`config.mk`:
```
export PLATFORM = sky130hd
export DESIGN_NAME = cmd_dispatch
export DESIGN_NICKNAME = d
export VERILOG_FILES = /design/src/rtl/cmd_dispatch.sv
export SDC_FILE = /design/constraint.sdc
export NUM_CORES = 1
export LEC_CHECK = 0
export BUFFER_PORTS_ARGS = -buffer_cell sky130_fd_sc_hd__buf_2
export CORE_MARGIN = 2
export CORE_UTILIZATION = 48
export CTS_BUF_LIST = sky130_fd_sc_hd__clkbuf_16
export DETAILED_ROUTE_END_ITERATION = 8
export PLACE_DENSITY = 0.76
export SYNTH_ARGS = -nofsm -noshare
export SYNTH_HDL_FRONTEND = slang
export SYNTH_SLANG_ARGS = --single-unit
```
`constraint.sdc`:
```
create_clock -name clk -period 1.95 [get_ports clk]
set_input_delay 0.195 -clock clk [delete_from_list [all_inputs] [get_ports clk]]
set_output_delay 0.195 -clock clk [all_outputs]
set_load 0.02 [all_outputs]
```
`src/rtl/cmd_dispatch.sv`:
```
// Command dispatcher: takes one opcode byte from the UART receiver, hands the
// UART over to the matching handler slot until it reports done (or runs too
// long), and answers unknown opcodes with a single NAK byte.
module cmd_dispatch #(
  parameter logic [7:0]  OPC0     = 8'h01,
  parameter logic [7:0]  OPC1     = 8'h02,
  parameter logic [7:0]  OPC2     = 8'h03,
  parameter logic [7:0]  OPC3     = 8'h04,
  parameter logic [7:0]  NAK_BYTE = 8'h15,
  parameter logic [23:0] TIMEOUT  = 24'd1000000
) (
  input  logic        clk,
  input  logic        reset,
  input  logic        rx_ready,
  input  logic [7:0]  rx_data,
  input  logic        tx_active,
  output logic [7:0]  tx_data,
  output logic        tx_start,
  output logic [3:0]  h_activate,
  input  logic [3:0]  h_done,
  input  logic [31:0] h_tx_data,
  input  logic [3:0]  h_tx_start,
  output logic        busy,
  output logic [7:0]  err_cnt
);

  typedef enum logic [2:0] {
    IDLE,
    DECODE,
    ACTIVE,
    RELEASE,
    NAK_WAIT,
    NAK_SEND,
    DRAIN
  } state_t;

  localparam logic [23:0] RUN_LAST = TIMEOUT - 24'd1;

  state_t      state;
  state_t      state_nx;
  logic        rx_ready_d;
  logic        rx_rise;
  logic [7:0]  opc;
  logic [1:0]  sel;
  logic [1:0]  sel_nx;
  logic [23:0] run_cnt;
  logic        err_inc;
  logic        hit;
  logic [1:0]  hit_idx;

  assign rx_rise = rx_ready & ~rx_ready_d;
  assign busy    = (state != IDLE);

  // Opcode lookup; the lowest matching slot wins when parameters collide
  always_comb begin
    hit     = 1'b1;
    hit_idx = 2'd0;
    if (opc == OPC0)      hit_idx = 2'd0;
    else if (opc == OPC1) hit_idx = 2'd1;
    else if (opc == OPC2) hit_idx = 2'd2;
    else if (opc == OPC3) hit_idx = 2'd3;
    else                  hit     = 1'b0;
  end

  // Next-state logic; done takes precedence over the run-time limit
  always_comb begin
    state_nx = state;
    sel_nx   = sel;
    err_inc  = 1'b0;
    case (state)
      IDLE: begin
        if (rx_rise) state_nx = DECODE;
      end
      DECODE: begin
        if (hit) begin
          sel_nx   = hit_idx;
          state_nx = ACTIVE;
        end else begin
          state_nx = NAK_WAIT;
          err_inc  = 1'b1;
        end
      end
      ACTIVE: begin
        if (h_done[sel]) begin
          state_nx = RELEASE;
        end else if (run_cnt == RUN_LAST) begin
          state_nx = RELEASE;
          err_inc  = 1'b1;
        end
      end
      RELEASE: begin
        if (!h_done[sel] && !rx_ready && !tx_active) state_nx = IDLE;
      end
      NAK_WAIT: begin
        if (!tx_active) state_nx = NAK_SEND;
      end
      NAK_SEND: begin
        state_nx = DRAIN;
      end
      DRAIN: begin
        if (!rx_ready && !tx_active) state_nx = IDLE;
      end
      default: begin
        state_nx = IDLE;
      end
    endcase
  end

  // Transmit mux: selected handler passes straight through, NAK is a one-cycle pulse
  always_comb begin
    tx_data  = 8'h00;
    tx_start = 1'b0;
    case (state)
      ACTIVE: begin
        tx_data  = h_tx_data[{sel, 3'b000} +: 8];
        tx_start = h_tx_start[sel];
      end
      NAK_SEND: begin
        tx_data  = NAK_BYTE;
        tx_start = 1'b1;
      end
      default: begin
        tx_data  = 8'h00;
        tx_start = 1'b0;
      end
    endcase
  end

  // State register and receive edge history; history resets high so a byte
  // already valid when reset releases is not taken as a new command
  always_ff @(posedge clk or negedge reset) begin
    if (!reset) begin
      state      <= IDLE;
      rx_ready_d <= 1'b1;
    end else begin
      state      <= state_nx;
      rx_ready_d <= rx_ready;
    end
  end

  // Command capture and slot selection
  always_ff @(posedge clk or negedge reset) begin
    if (!reset) begin
      opc <= 8'h00;
      sel <= 2'd0;
    end else begin
      if (state == IDLE && rx_rise) opc <= rx_data;
      sel <= sel_nx;
    end
  end

  // Registered one-hot activate, high exactly while the FSM sits in ACTIVE
  always_ff @(posedge clk or negedge reset) begin
    if (!reset) begin
      h_activate <= 4'b0000;
    end else if (state_nx == ACTIVE) begin
      h_activate <= 4'b0001 << sel_nx;
    end else begin
      h_activate <= 4'b0000;
    end
  end

  // Handler run counter, cleared on entry to ACTIVE
  always_ff @(posedge clk or negedge reset) begin
    if (!reset) begin
      run_cnt <= 24'd0;
    end else if (state == DECODE) begin
      run_cnt <= 24'd0;
    end else if (state == ACTIVE) begin
      run_cnt <= run_cnt + 24'd1;
    end
  end

  // Saturating error counter for NAKs and timeouts
  always_ff @(posedge clk or negedge reset) begin
    if (!reset) begin
      err_cnt <= 8'h00;
    end else if (err_inc && err_cnt != 8'hFF) begin
      err_cnt <= err_cnt + 8'h01;
    end
  end

endmodule

```
==> results.yml <==
placed_design:
  place_ws_ps: -121
  place_hpwl_um: 5350
  port_buffers: 73
  place_inst: 437
  place_congestion: 0.892
logic_synthesis:
  synth.top_cell.area_share_pct: 42.0
  synth-seq-cells: 50
  synthesis.nets: 333
  ys.flop_type: "dfrtp_1"
  synth_area_leaders: "dfrtp_1, mux4_2, nand2_1, o21ai_0, mux2i_1"
  synthMostInstantiatedCell: "dfrtp_1"
  netlist_area_sq_um: 2920
  synth_edf_count: 0
  synth_top_cell_by_area: "dfrtp_1"
  synth_commonest_cells: "dfrtp_1, nand2_1, o21ai_0"
  ys_seq_area_share_pct: 42.9
  avgSynthCellArea_sq_um: 10.5
  synthCells: 279
  ys_warn_count: 0
  synthArstFlopShare_pct: 100
  synthDistinctLibCells: 58
grt:
  grt_overflow: 0
  grt_start_max_net_pins: 22
  grt_pass1_vias: 2432
  grt.total_usage_pct: 21.7
  antenna_found_initial: 0
  grt_first_pass_wirelength_um: 11200
route:
  num_vias: 2575
  drt-pass1-iter-count: 4
  wire_per_inst_um: 15.9
  drcViolationCount: 0
  first_iter_violations: 173
  wl_um: 7140
  drt-vias-per-instance: 5.73
  drtAntennaViolNets: 0
sta:
  maxSlewViolCount: 0
  max_freq_mhz: 498
  rsz0062_at_grt: "yes"
  layout_min_cycle_time_ps: 2010
  hold_viol_final: 0
  skew_ps: 9.98
  slew_headroom_pct: 70.6
  setup_ws_ps: -58.1
  hold_ws_ps: 44.6
  fin_tns_setup_ps: -161
  setup_violations: 7
  fin_crit_sh_pct: 103
  tightest_slew_ps: 437
worst_setup_path:
  r2r_setup_slack_ps: -60
  reg2reg_to: "err_cnt[1]$_DFFE_PN0P_"
  crit_chain: "or4_4 -> nor4b_4 -> buf_4 -> nor2_4 -> o21ai_4 -> mux2_4"
  end_kind: "flip-flop"
  crit_arrival_ps: 2180
  critical_path_class: "flip-flop to flip-flop"
  cp_max_fo: 6
  cp.required_ps: 2120
  r2r-start: "opc[6]$_DFFE_PN0P_"
  critPathLaunchType: "flip-flop"
  r2r_cells: 6
  slowest_delay_ps: 580
  cp_slowest_cell: "or4_4"
die:
  core_sq_um: 5890
  die_height_um: 82
  die-area_sq_um: 6720
  die-width_um: 82
  ios: 74
  start_util_pct: 49.6
  rows: 28
clocking:
  cts.root.buffer_cell: "clkbuf_16"
  clock-sinks: 50
  cts_buffers: 5
  clk_pin_slew_ps: 60
  clkLatencyLatePin_ps: 290
  cts.path.max_buffers: 2
  cts_tree: "yes"
  h-tree-depth: 2
worst_hold_path:
  worstHoldStart: "rx_ready"
  hold_depth: 1
  hp-class: "input pin to flip-flop"
  hold_end: "rx_ready_d$_DFF_PN1_"
layout:
  fin_cells: 449
  diodes: 0
  num-fill-cells: 490
  ff_latch_area_sq_um: 1250
  areaGrowthSynthToFinish_pct: 29.3
  nets: 427
  drive_above_1_share_pct: 41.2
  multiInputGateArea_sq_um: 1660
power_and_ir_drop:
  irDropWorstVdd_mv: 0.842
  power.density_nw_per_um2: 967
  leakage_nw: 1.79
outcome:
  status: "finished, violations left"
  violations: "setup timing"
flow_run:
  cap_violations: 0
state kept, by name (all words and copies together) (netlist names):
register	cells
sel	2
h_activate	4
run_cnt	24
opc	8
rx_ready_d	1
state	3
err_cnt	8
cell type report:
cell class / instances / area share, %
multi-input combinational: 206 / 43.8
sequential: 50 / 33.2
timing repair buffer: 102 / 16.0
clock buffer: 5 / 3.31
tap: 75 / 2.49
inverter: 8 / 0.795
clock inverter: 3 / 0.331
where the power goes:
group          total, mW  internal (mW)  leakage [nW]  switching, mW
Combinational       1.37          0.622          1.06          0.746
Clock              0.820          0.464        0.0724          0.355
Sequential          1.46           1.22         0.654          0.237
stage by stage:
stage / instance area [sq um] / util [%] / power, mW
after global placement: 3510 / 59.6 / 2.67
after detailed placement: 3510 / 59.6 / 2.71
final: 3780 / 64.2 / 3.65
after floorplan: 2930 / - / 2.29
after CTS: 3690 / 62.7 / 3.58
after global routing: 3780 / 64.2 / 3.86
how the worst max path moves through the flow:
stage / from / endpoint / slack [ps] / cells after the start
global placement: opc[5]$_DFFE_PN0P_ / err_cnt[1]$_DFFE_PN0P_ / -70 / 5
global route: opc[6]$_DFFE_PN0P_ / h_activate[2]$_DFF_PN0_ / -130 / 5
detailed placement: opc[5]$_DFFE_PN0P_ / err_cnt[1]$_DFFE_PN0P_ / -120 / 5
floorplan: opc[5]$_DFFE_PN0P_ / err_cnt[1]$_DFFE_PN0P_ / -20 / 5
finish: opc[6]$_DFFE_PN0P_ / err_cnt[1]$_DFFE_PN0P_ / -60 / 6
CTS: opc[7]$_DFFE_PN0P_ / err_cnt[1]$_DFFE_PN0P_ / -50 / 6
per-layer routing:
layer	part of all wire [%]	vias to the layer above	track usage, %
li1	-	1231	-
met1	43	1276	30.2
met2	52	62	34.5
met3	4.4	6	4.84
met4	0.64	0	5.17
met5	0	-	0
placed cells by master, fill, tap and decap left out, types with 5 or more instances in the layout:
cell type / instances
buf_2: 73
dfrtp_1: 48
nand2_1: 32
buf_4: 25
o21ai_0: 19
nand3_1: 13
mux4_2: 10
and2_1: 10
nand4_1: 10
a21oi_1: 8
inv_1: 8
mux2i_1: 8
nor3_1: 6
nor2_1: 6
o211ai_1: 6
and3_1: 6
mux2_2: 6
xnor2_1: 6
clkbuf_16: 5
critical path, delay by kind of cell (launching register included):
family / cells / cell delay (ps)
AND/OR/NAND/NOR: 3 / 870
flip-flops: 1 / 390
multiplexers: 1 / 310
buffers and inverters: 1 / 170
AO/OA/AOI/OAI: 1 / 150
what timing repair did:
action                                 4_1_cts  5_1_grt
endpoints found under the hold margin       18        0
pin swaps                                    6        9
setup buffers                                2        1
hold buffers                                 1        0
gates resized for setup                      2       18
setup endpoints to repair                   10       34
cell families (layout without fill, tap and decap cells):
kind of cell,after synthesis,count (layout),synth area share (%)
compound gates,57,57,12.9
xor+xnor,8,8,2.40
fa+ha+maj,2,2,0.857
buf+inv,23,118,3.38
flops,50,50,42.9
mux,28,28,14.4
simple gates,111,111,23.2
No activity file was read; power rests on OpenSTA's default activity.
